--- config.mk ---
export PLATFORM = sky130hd
export DESIGN_NAME = spongent_round_engine
export DESIGN_NICKNAME = d
export VERILOG_FILES = /design/src/rtl/spongent_pkg.sv /design/src/rtl/spongent_player.sv /design/src/rtl/spongent_slayer.sv /design/src/rtl/spongent_round_engine.sv
export SDC_FILE = /design/constraint.sdc
export NUM_CORES = 1
export LEC_CHECK = 0
export ABC_AREA = 1
export BUFFER_PORTS_ARGS = -buffer_cell sky130_fd_sc_hd__buf_2
export CAP_MARGIN = 30
export CORE_MARGIN = 5
export CORE_UTILIZATION = 55
export DETAILED_ROUTE_END_ITERATION = 8
export GPL_ROUTABILITY_DRIVEN = 1
export GPL_TIMING_DRIVEN = 0
export PLACE_DENSITY = 0.88
export SKIP_CTS_REPAIR_TIMING = 1
export SLEW_MARGIN = 0
export SYNTH_ARGS = -nofsm -noshare
export SYNTH_HDL_FRONTEND = slang
export SYNTH_SLANG_ARGS = --single-unit
--- constraint.sdc ---
create_clock -name clk -period 1.8 [get_ports clk]
set_clock_uncertainty 0.05 [all_clocks]
set_input_delay 0.36 -clock clk [delete_from_list [all_inputs] [get_ports clk]]
set_output_delay 0.36 -clock clk [all_outputs]
set_load 0.1 [all_outputs]
--- src/rtl/spongent_pkg.sv ---
// Shared SPONGENT constants: S-box table, per-variant defaults, LFSR and bit-reverse helpers.
// Helpers work on a fixed-width container so one definition serves every LFSR width.
package spongent_pkg;

    localparam int              SPG88_B          = 88;
    localparam int              SPG88_ROUNDS     = 45;
    localparam int              SPG88_LFSR_W     = 6;
    localparam logic [5:0]      SPG88_LFSR_INIT  = 6'h05;

    localparam int              SPG136_B         = 136;
    localparam int              SPG136_ROUNDS    = 70;
    localparam int              SPG136_LFSR_W    = 7;
    localparam logic [6:0]      SPG136_LFSR_INIT = 7'h7A;

    localparam int              LFSR_MAX_W       = 16;

    localparam logic [3:0] SBOX [16] = '{
        4'hE, 4'hD, 4'hB, 4'h0, 4'h2, 4'h1, 4'h4, 4'hF,
        4'h7, 4'hA, 4'h8, 4'h5, 4'h9, 4'hC, 4'h3, 4'h6
    };

    // Shift left, feedback = top two bits XORed; result masked to w bits.
    function automatic logic [LFSR_MAX_W-1:0] lfsr_next(input logic [LFSR_MAX_W-1:0] v,
                                                        input int w);
        logic [LFSR_MAX_W-1:0] r;
        r = {v[LFSR_MAX_W-2:0], v[w-1] ^ v[w-2]};
        r = r & ((LFSR_MAX_W'(1) << w) - LFSR_MAX_W'(1));
        return r;
    endfunction

    function automatic logic [LFSR_MAX_W-1:0] bit_reverse(input logic [LFSR_MAX_W-1:0] v,
                                                          input int w);
        logic [LFSR_MAX_W-1:0] r;
        r = '0;
        for (int i = 0; i < LFSR_MAX_W; i++) begin
            if (i < w) begin
                r[i] = v[w-1-i];
            end
        end
        return r;
    endfunction

endpackage

--- src/rtl/spongent_player.sv ---
// SPONGENT bit permutation: bit i moves to (i*B/4) mod (B-1); the MSB stays in place.
module spongent_player #(
    parameter int SPONGENT_B = 136
) (
    input  logic [SPONGENT_B-1:0] state_i,
    output logic [SPONGENT_B-1:0] state_o
);

    for (genvar i = 0; i < SPONGENT_B - 1; i++) begin : g_perm
        assign state_o[(i * (SPONGENT_B / 4)) % (SPONGENT_B - 1)] = state_i[i];
    end

    assign state_o[SPONGENT_B-1] = state_i[SPONGENT_B-1];

endmodule

--- src/rtl/spongent_slayer.sv ---
// SPONGENT S-box layer: SPONGENT_B/4 parallel 4-bit S-boxes, purely combinational.
module spongent_slayer
    import spongent_pkg::*;
#(
    parameter int SPONGENT_B = 136
) (
    input  logic [SPONGENT_B-1:0] state_i,
    output logic [SPONGENT_B-1:0] state_o
);

    for (genvar k = 0; k < SPONGENT_B / 4; k++) begin : g_sbox
        assign state_o[4*k +: 4] = SBOX[state_i[4*k +: 4]];
    end

endmodule

--- src/rtl/spongent_round_engine.sv ---
// Iterative SPONGENT permutation: one round (constant add, S-layer, P-layer) per clock.
// Done pulses ROUNDS edges after the load edge; start is ignored while busy.
module spongent_round_engine
    import spongent_pkg::*;
#(
    parameter int                    SPONGENT_B = SPG136_B,
    parameter int                    ROUNDS     = SPG136_ROUNDS,
    parameter int                    LFSR_WIDTH = SPG136_LFSR_W,
    parameter logic [LFSR_WIDTH-1:0] LFSR_INIT  = SPG136_LFSR_INIT
) (
    input  logic                  clk,
    input  logic                  rst_n,
    input  logic                  start,
    input  logic [SPONGENT_B-1:0] data_in,
    output logic                  busy,
    output logic                  done,
    output logic [SPONGENT_B-1:0] data_out
);

    localparam int              CNT_W    = $clog2(ROUNDS + 1);
    localparam logic [CNT_W-1:0] LAST_RND = CNT_W'(ROUNDS - 1);
    localparam logic [0:0]      ST_IDLE  = 1'b0;
    localparam logic [0:0]      ST_RUN   = 1'b1;

    logic [0:0]            fsm_q,   fsm_d;
    logic [SPONGENT_B-1:0] state_q, state_d;
    logic [LFSR_WIDTH-1:0] lfsr_q,  lfsr_d;
    logic [CNT_W-1:0]      rnd_q,   rnd_d;
    logic                  busy_q,  busy_d;
    logic                  done_q,  done_d;

    logic [LFSR_WIDTH-1:0] lfsr_rev;
    logic [LFSR_WIDTH-1:0] lfsr_step;
    logic [SPONGENT_B-1:0] rc_state;
    logic [SPONGENT_B-1:0] sl_out;
    logic [SPONGENT_B-1:0] pl_out;

    always_comb begin
        lfsr_rev  = LFSR_WIDTH'(bit_reverse(LFSR_MAX_W'(lfsr_q), LFSR_WIDTH));
        lfsr_step = LFSR_WIDTH'(lfsr_next(LFSR_MAX_W'(lfsr_q), LFSR_WIDTH));
    end

    // Round constant touches both ends of the state: LFSR at the bottom, its mirror at the top.
    always_comb begin
        rc_state = state_q;
        rc_state[LFSR_WIDTH-1:0] = state_q[LFSR_WIDTH-1:0] ^ lfsr_q;
        rc_state[SPONGENT_B-1 -: LFSR_WIDTH] = state_q[SPONGENT_B-1 -: LFSR_WIDTH] ^ lfsr_rev;
    end

    spongent_slayer #(
        .SPONGENT_B (SPONGENT_B)
    ) u_slayer (
        .state_i (rc_state),
        .state_o (sl_out)
    );

    spongent_player #(
        .SPONGENT_B (SPONGENT_B)
    ) u_player (
        .state_i (sl_out),
        .state_o (pl_out)
    );

    always_comb begin
        fsm_d   = fsm_q;
        state_d = state_q;
        lfsr_d  = lfsr_q;
        rnd_d   = rnd_q;
        busy_d  = busy_q;
        done_d  = 1'b0;
        case (fsm_q)
            ST_IDLE: begin
                if (start) begin
                    state_d = data_in;
                    lfsr_d  = LFSR_INIT;
                    rnd_d   = '0;
                    busy_d  = 1'b1;
                    fsm_d   = ST_RUN;
                end
            end
            ST_RUN: begin
                state_d = pl_out;
                lfsr_d  = lfsr_step;
                rnd_d   = rnd_q + CNT_W'(1);
                if (rnd_q == LAST_RND) begin
                    busy_d = 1'b0;
                    done_d = 1'b1;
                    fsm_d  = ST_IDLE;
                end
            end
            default: begin
                busy_d = 1'b0;
                fsm_d  = ST_IDLE;
            end
        endcase
    end

    always_ff @(posedge clk) begin
        if (!rst_n) begin
            fsm_q   <= ST_IDLE;
            state_q <= '0;
            lfsr_q  <= LFSR_INIT;
            rnd_q   <= '0;
            busy_q  <= 1'b0;
            done_q  <= 1'b0;
        end else begin
            fsm_q   <= fsm_d;
            state_q <= state_d;
            lfsr_q  <= lfsr_d;
            rnd_q   <= rnd_d;
            busy_q  <= busy_d;
            done_q  <= done_d;
        end
    end

    assign busy     = busy_q;
    assign done     = done_q;
    assign data_out = state_q;

endmodule

==> results of run 1 <==
logic make-up after synthesis:
kind of cell | synth area share
AND/OR/NAND/NOR | 0.2248
AO/OA/AOI/OAI | 0.2414
buffers and inverters | 0.09457
flip-flops | 0.2649
adder cells (fa/ha/maj) | 0.1417
XOR/XNOR | 0.03257
cell usage after synthesis:
| cell type | n |
|---|---|
| a211oi_1 | 1 |
| a21oi_1 | 150 |
| a22o_1 | 7 |
| a31oi_1 | 45 |
| buf_1 | 1 |
| buf_2 | 42 |
| buf_4 | 5 |
| clkbuf_1 | 32 |
| clkbuf_2 | 1 |
| dfxtp_1 | 153 |
| ha_1 | 131 |
| inv_1 | 189 |
| inv_2 | 2 |
| nand2_1 | 475 |
| nand3_1 | 42 |
| nand4_1 | 2 |
| nor2_1 | 129 |
| nor2_4 | 2 |
| nor3_1 | 12 |
| nor3b_1 | 2 |
| o211ai_1 | 40 |
| o21a_1 | 2 |
| o21ai_0 | 181 |
| o21ai_1 | 63 |
| o221ai_1 | 2 |
| o22ai_1 | 11 |
| o31ai_1 | 9 |
| or2_0 | 1 |
| or2_2 | 1 |
| xnor2_1 | 9 |
| xor2_1 | 34 |
power by group:
group / total, mW / switching (mW) / internal [mW]
Clock: 3.79 / 1.57 / 2.21
Sequential: 4.37 / 0.583 / 3.78
Combinational: 6.62 / 5.06 / 1.56
critical path, cell delays in order:
cell	delay, ns
clkbuf_1	0.33
inv_2	0.27
buf_2	0.28
clkbuf_1	0.68
nor2_1	0.13
flip-flops by register name, indices dropped and copies added (netlist names):
| signal | count |
|---|---|
| data_out | 136 |
| fsm_q | 1 |
| done | 1 |
| busy | 1 |
| lfsr_q | 7 |
| rnd_q | 7 |
cell type report:
| type | instances | share of cell area |
|---|---|---|
| buffer | 80 | 0.02941 |
| clock buffer | 20 | 0.03144 |
| clock inverter | 12 | 0.01048 |
| inverter | 191 | 0.05046 |
| multi-input combinational | 1351 | 0.5263 |
| sequential | 153 | 0.2266 |
| tap | 275 | 0.02422 |
| timing repair buffer | 275 | 0.1011 |
worst paths after layout:
check / start / to / depth (start not counted)
setup / recovery: rst_n / data_out[39]$_SDFFE_PN0P_ / 5
hold / removal: data_in[85] / data_out[85]$_SDFFE_PN0P_ / 3
setup reg to reg: fsm_q$_SDFF_PN0_ / data_out[61]$_SDFFE_PN0P_ / 5
hold reg to reg: rnd_q[6]$_SDFFE_PN0P_ / rnd_q[6]$_SDFFE_PN0P_ / 2
routing by layer:
layer,up-vias,global-route usage,share of wire
met3,178,0.08818,0.12
met4,2,0.2056,0.067
met1,6313,0.4614,0.38
li1,6438,-,-
met5,-,0,0.00028
met2,914,0.5844,0.44
==> impl_metrics.json, run 1 <==
{
  "drc": 0,
  "final_nets": 2339,
  "n_fill_cell": 1837,
  "die_h_um": 155,
  "status": "complete, but fails checks",
  "power_mw": 14.77,
  "tns_ns": -0.07739,
  "ys_types": 31,
  "max_slew.worst_pin.slew_ns": 0.8596,
  "mostFrequentLayoutCells": "474 x nand2_1, 278 x buf_2, 189 x inv_1",
  "place_ws_ns": -0.3334,
  "antenna_found_initial": 1,
  "fin_ws_ns": -0.03345,
  "io_pins": 277,
  "dp_cells": 2326,
  "post_drt_via_cell_ratio": 5.874,
  "relSlewSlack": 0.4269,
  "setup_violations": 6,
  "regArea_um2": 3219,
  "dr_total_vias": 13850,
  "placed_cell_area_um2": 13440,
  "cp_max_fo": 10,
  "clk_pin_slew_ns": 0.07,
  "synth_top_area_cell": "dfxtp_1",
  "cts.sinks": 153,
  "grt-ovfl-total": 0,
  "worstSetupPathType": "primary input to flip-flop",
  "port_buffers": 275,
  "cts_tree": "built",
  "grt_max_degree": 17,
  "drt_iter0_markers": 1353,
  "max-vdd-ir-drop_uv": 668.0,
  "synth_area_leaders": "dfxtp_1 26%, nand2_1 15%, ha_1 14%, o21ai_0 7.8%, a21oi_1 6.5%",
  "hold_path_class": "primary input to flip-flop",
  "avgSynthCellArea_um2": 6.511,
  "drt_first_pass_iters": 7,
  "rsz0062_at_grt": "true",
  "grt_usage": 0.3690,
  "arrival_ns": 2.07,
  "final_common_cell": "nand2_1",
  "holdWs_ns": 0.1327,
  "max_freq_mhz": 545.4,
  "avgRoutedWirePerCell_um": 19.77,
  "p_per_area_nw_per_um2": 1039,
  "hpwl_um": 35930,
  "gp_congestion": 0.9958,
  "syn_area_um2": 11560,
  "layout-drive-gt1-share": 0.2291,
  "violations": "negative setup slack",
  "cts-root-buf": "clkbuf_16",
  "synthToLayoutAreaGrowth_pct": 22.87,
  "antenna_cells": 0,
  "fp-row-count": 53,
  "max-cap-violations": 0,
  "initial_utilization": 0.5536,
  "ff2ff_setup_slack_ns": 0.04,
  "syn_inst": 1776,
  "synth-seq-cells": 153,
  "die_w_um": 155,
  "cts_max_level": 4,
  "endpoint_kind": "flip-flop",
  "clockBufferDepth": 2,
  "post-route-period-util": 1.019,
  "clock_latency_ns": 0.44,
  "ant_nets": 0,
  "cts_buffers": 17,
  "crit_required_ns": 2.03,
  "finalWirelength_um": 46590,
  "hold_viol_final": 0,
  "stdcell_area_um2": 14210,
  "synth_nets": 2046,
  "layout.cells.non_filler": 2357,
  "yosys.area.top_type_share": 0.2649,
  "multi_input_area_um2": 7478,
  "utilization": 0.6802,
  "ys_seq_area_frac": 0.2649,
  "p_leak_nw": 6.775,
  "period_needed_ns": 1.833,
  "coreArea_um2": 20890,
  "yosys_warnings": 0,
  "grt_pass1_vias": 12440,
  "slew_viol_final": 0,
  "die-area_um2": 24030,
  "grt_first_pass_wirelength_um": 68730,
  "setup.worst_path.start_class": "primary input"
}
No activity file was read; power rests on OpenSTA's default activity.
==> run 2, diff against run 1 <==
--- a/config.mk
+++ b/config.mk
@@ -11,3 +11,3 @@
 export CORE_MARGIN = 5
-export CORE_UTILIZATION = 55
+export CORE_UTILIZATION = 58
 export DETAILED_ROUTE_END_ITERATION = 8
@@ -15,3 +15,3 @@
 export GPL_TIMING_DRIVEN = 0
-export PLACE_DENSITY = 0.88
+export PLACE_DENSITY = 0.89
 export SKIP_CTS_REPAIR_TIMING = 1
@@ -20,2 +20,3 @@
 export SYNTH_HDL_FRONTEND = slang
+export SYNTH_HIERARCHICAL = 1
 export SYNTH_SLANG_ARGS = --single-unit
--- a/constraint.sdc
+++ b/constraint.sdc
@@ -4,2 +4,2 @@
 set_output_delay 0.36 -clock clk [all_outputs]
-set_load 0.1 [all_outputs]
+set_load 0.05 [all_outputs]
==> run 2 against run 1 <==
Against the previous run: the flow still finishes with violations (negative setup slack); count of clock-buffer cells in the layout is 2 higher; register-to-register slack got worse by 0.08 ns; largest power group unchanged; final area increased by 26%; sequential cell count is the same; critical path type is now flip-flop to flip-flop; clock power down 5%; non-clock buffer count increased by 249; synthesized cell count rose by 42%; cell count rose by 34%; area after synthesis grew 28%; combinational power rose by 11%; maximum frequency down 0.19%.
==> impl_metrics.json, run 2 <==
{
  "async_flop_share": 0,
  "clock_latency_ns": 0.44,
  "cpLargestDelayFamily": "simple AND/OR/NAND/NOR gates",
  "ant_nets": 0,
  "worstSetupPathType": "flip-flop to flip-flop",
  "largest_reg_flops": 136,
  "utilization": 0.7113,
  "setup_violations": 1,
  "drt_first_pass_iters": 8,
  "crit_chain": "xor2_4 -> inv_2 -> ha_4 -> inv_1 -> nand2_1 -> nand3_1 -> o21ai_1 -> buf_4 -> nand2_1 -> nand3_1 -> nand2_1 -> inv_1",
  "ys_seq_area_frac": 0.2064,
  "cts_max_level": 4,
  "endpoint_kind": "flip-flop",
  "final_common_cell": "nand2_1",
  "syn_area_um2": 14840,
  "startpoint": "lfsr_q[0]$_SDFFE_PN0P_",
  "relSlewSlack": 0.5426,
  "crit_path_max_incr_delay_ns": 0.40,
  "finalWirelength_um": 47780,
  "worst_path_max_delay_cell": "dfxtp_4",
  "hold_path_class": "primary input to flip-flop",
  "die-area_um2": 28890,
  "grt_pass1_vias": 14410,
  "synth_commonest_cells": "1,175 x nand2_1, 299 x inv_1, 263 x buf_4",
  "status": "complete, but fails checks",
  "grt_max_degree": 17,
  "slew_viol_final": 0,
  "io_pins": 277,
  "post-route-period-util": 1.020,
  "final_nets": 3101,
  "dp_cells": 3129,
  "die_w_um": 170.0,
  "antenna_found_initial": 1,
  "cts-root-buf": "clkbuf_16",
  "grt-ovfl-total": 0,
  "antenna_cells": 0,
  "max-cap-violations": 0,
  "max_slew.worst_pin.slew_ns": 0.6861,
  "port_buffers": 275,
  "dr_total_vias": 16380,
  "arrival_ns": 2.17,
  "cp_common_cell": "nand2_1",
  "avgSynthCellArea_um2": 5.881,
  "synth_nets": 2801,
  "synthToLayoutAreaGrowth_pct": 20.67,
  "synth_top_area_cell": "nand2_1",
  "synth_area_leaders": "nand2_1 30%, dfxtp_1 21%, buf_4 13%, ha_1 12%, nand3_1 8.5%",
  "holdWs_ns": 0.1510,
  "period_needed_ns": 1.837,
  "ys.flop_type": "dfxtp_1",
  "post_drt_via_cell_ratio": 5.173,
  "fin_ws_ns": -0.03690,
  "rsz0062_at_grt": "true",
  "cts.sinks": 153,
  "yosys_warnings": 6,
  "hpwl_um": 36030,
  "cp_max_fo": 4,
  "cts_tree": "built",
  "hold_viol_final": 0,
  "die_h_um": 170.0,
  "max_freq_mhz": 544.4,
  "synth_edf_count": 0,
  "critPathBufInv": 4,
  "ys_types": 25,
  "grt_usage": 0.3032,
  "p_per_area_nw_per_um2": 855.8,
  "holdCritStartpoint": "data_in[77]",
  "mostFrequentLayoutCells": "1,158 x nand2_1, 296 x buf_2, 290 x inv_1",
  "setup.worst_path.start_class": "flip-flop",
  "initial_utilization": 0.5894,
  "avgRoutedWirePerCell_um": 15.09,
  "layout.cells.non_filler": 3167,
  "drt_iter0_markers": 1737,
  "synth_most_common_cell": "nand2_1",
  "drc": 0,
  "crit_required_ns": 2.14,
  "synth-seq-cells": 153,
  "coreArea_um2": 25180,
  "grt_first_pass_wirelength_um": 70800,
  "yosys.area.top_type_share": 0.2971,
  "reg2reg_from": "lfsr_q[0]$_SDFFE_PN0P_",
  "layout-drive-gt1-share": 0.2739,
  "clk_pin_slew_ns": 0.07,
  "syn_inst": 2524,
  "power_mw": 15.33,
  "p_leak_nw": 10.93,
  "max-vdd-ir-drop_uv": 548.7,
  "cts_buffers": 17,
  "gp_congestion": 0.9400,
  "violations": "negative setup slack",
  "fp-row-count": 58,
  "clockBufferDepth": 2
}
## run 2: cell count changes after synthesis, sizes merged, moves of 39 or more
cell	previous run	this run
a21oi	150	17
a31oi	45	0
buf	48	298
inv	191	308
nand2	475	1186
nand3	42	253
nor2	131	79
o211ai	40	1
o21ai	244	35
## run 2: layout make-up
| cell class | instances | area (µm²) |
|---|---|---|
| multi-input combinational | 1740 | 8703 |
| fill | 2110 | 7271 |
| sequential | 153 | 3264 |
| buffer | 315 | 2308 |
| timing repair buffer | 289 | 1498 |
| inverter | 308 | 1156 |
| clock buffer | 22 | 474.2 |
| tap | 330 | 412.9 |
| clock inverter | 10 | 93.84 |
## run 2: where the power goes
group | switching [mW] | total (mW) | internal (mW) | leakage (nW)
combinational | 4.42 | 7.35 | 2.94 | 9.36
sequential | 0.627 | 4.38 | 3.75 | 1.30
clock | 1.58 | 3.60 | 2.02 | 0.272
## run 2: cell families (layout without fill, tap and decap cells)
family / Yosys count / in the layout / synth area share
buffers and inverters: 631 / 944 / 0.2364
and+or+nand+nor: 1530 / 1530 / 0.4125
xor gates and xnor gates: 14 / 14 / 0.008261
adders and majority gates: 138 / 138 / 0.1163
DFF: 153 / 153 / 0.2064
AOI/OAI and AO/OA: 58 / 58 / 0.02015
## run 2: path summary, 6_finish.rpt
check / end / slack (ns) / cells after the start
worst max-delay path: data_out[102]$_SDFFE_PN0P_ / -0.04 / 12
worst max register to register: data_out[102]$_SDFFE_PN0P_ / -0.04 / 12
worst min register to register: busy$_SDFFE_PN0P_ / 0.44 / 2
worst min-delay path: data_out[77]$_SDFFE_PN0P_ / 0.15 / 5
## run 2: tightest hold or removal path: cells and delay by family
| kind | cells | cell delay, ns |
|---|---|---|
| simple gates | 3 | 0.13 |
| buf+inv | 2 | 0.12 |
## run 2: layer usage
metal	vias up	global-route usage	wire length (µm)
li1	7959	-	-
met1	7415	0.3870	19030
met2	843	0.5042	22120
met3	164	0.04274	4283
met4	2	0.1479	2334
met5	-	0	13
## run 2: per-stage QoR
step	TNS, ns	setup slack (ns)	area, µm²
after floorplan	-0.006788	-0.004982	14950
after global placement	-4.496	-0.1760	16740
after detailed placement	-8.050	-0.2534	16740
after CTS	-3.616	-0.2602	17310
after global routing	-0.4129	-0.08928	17910
final	-0.03690	-0.03690	17910
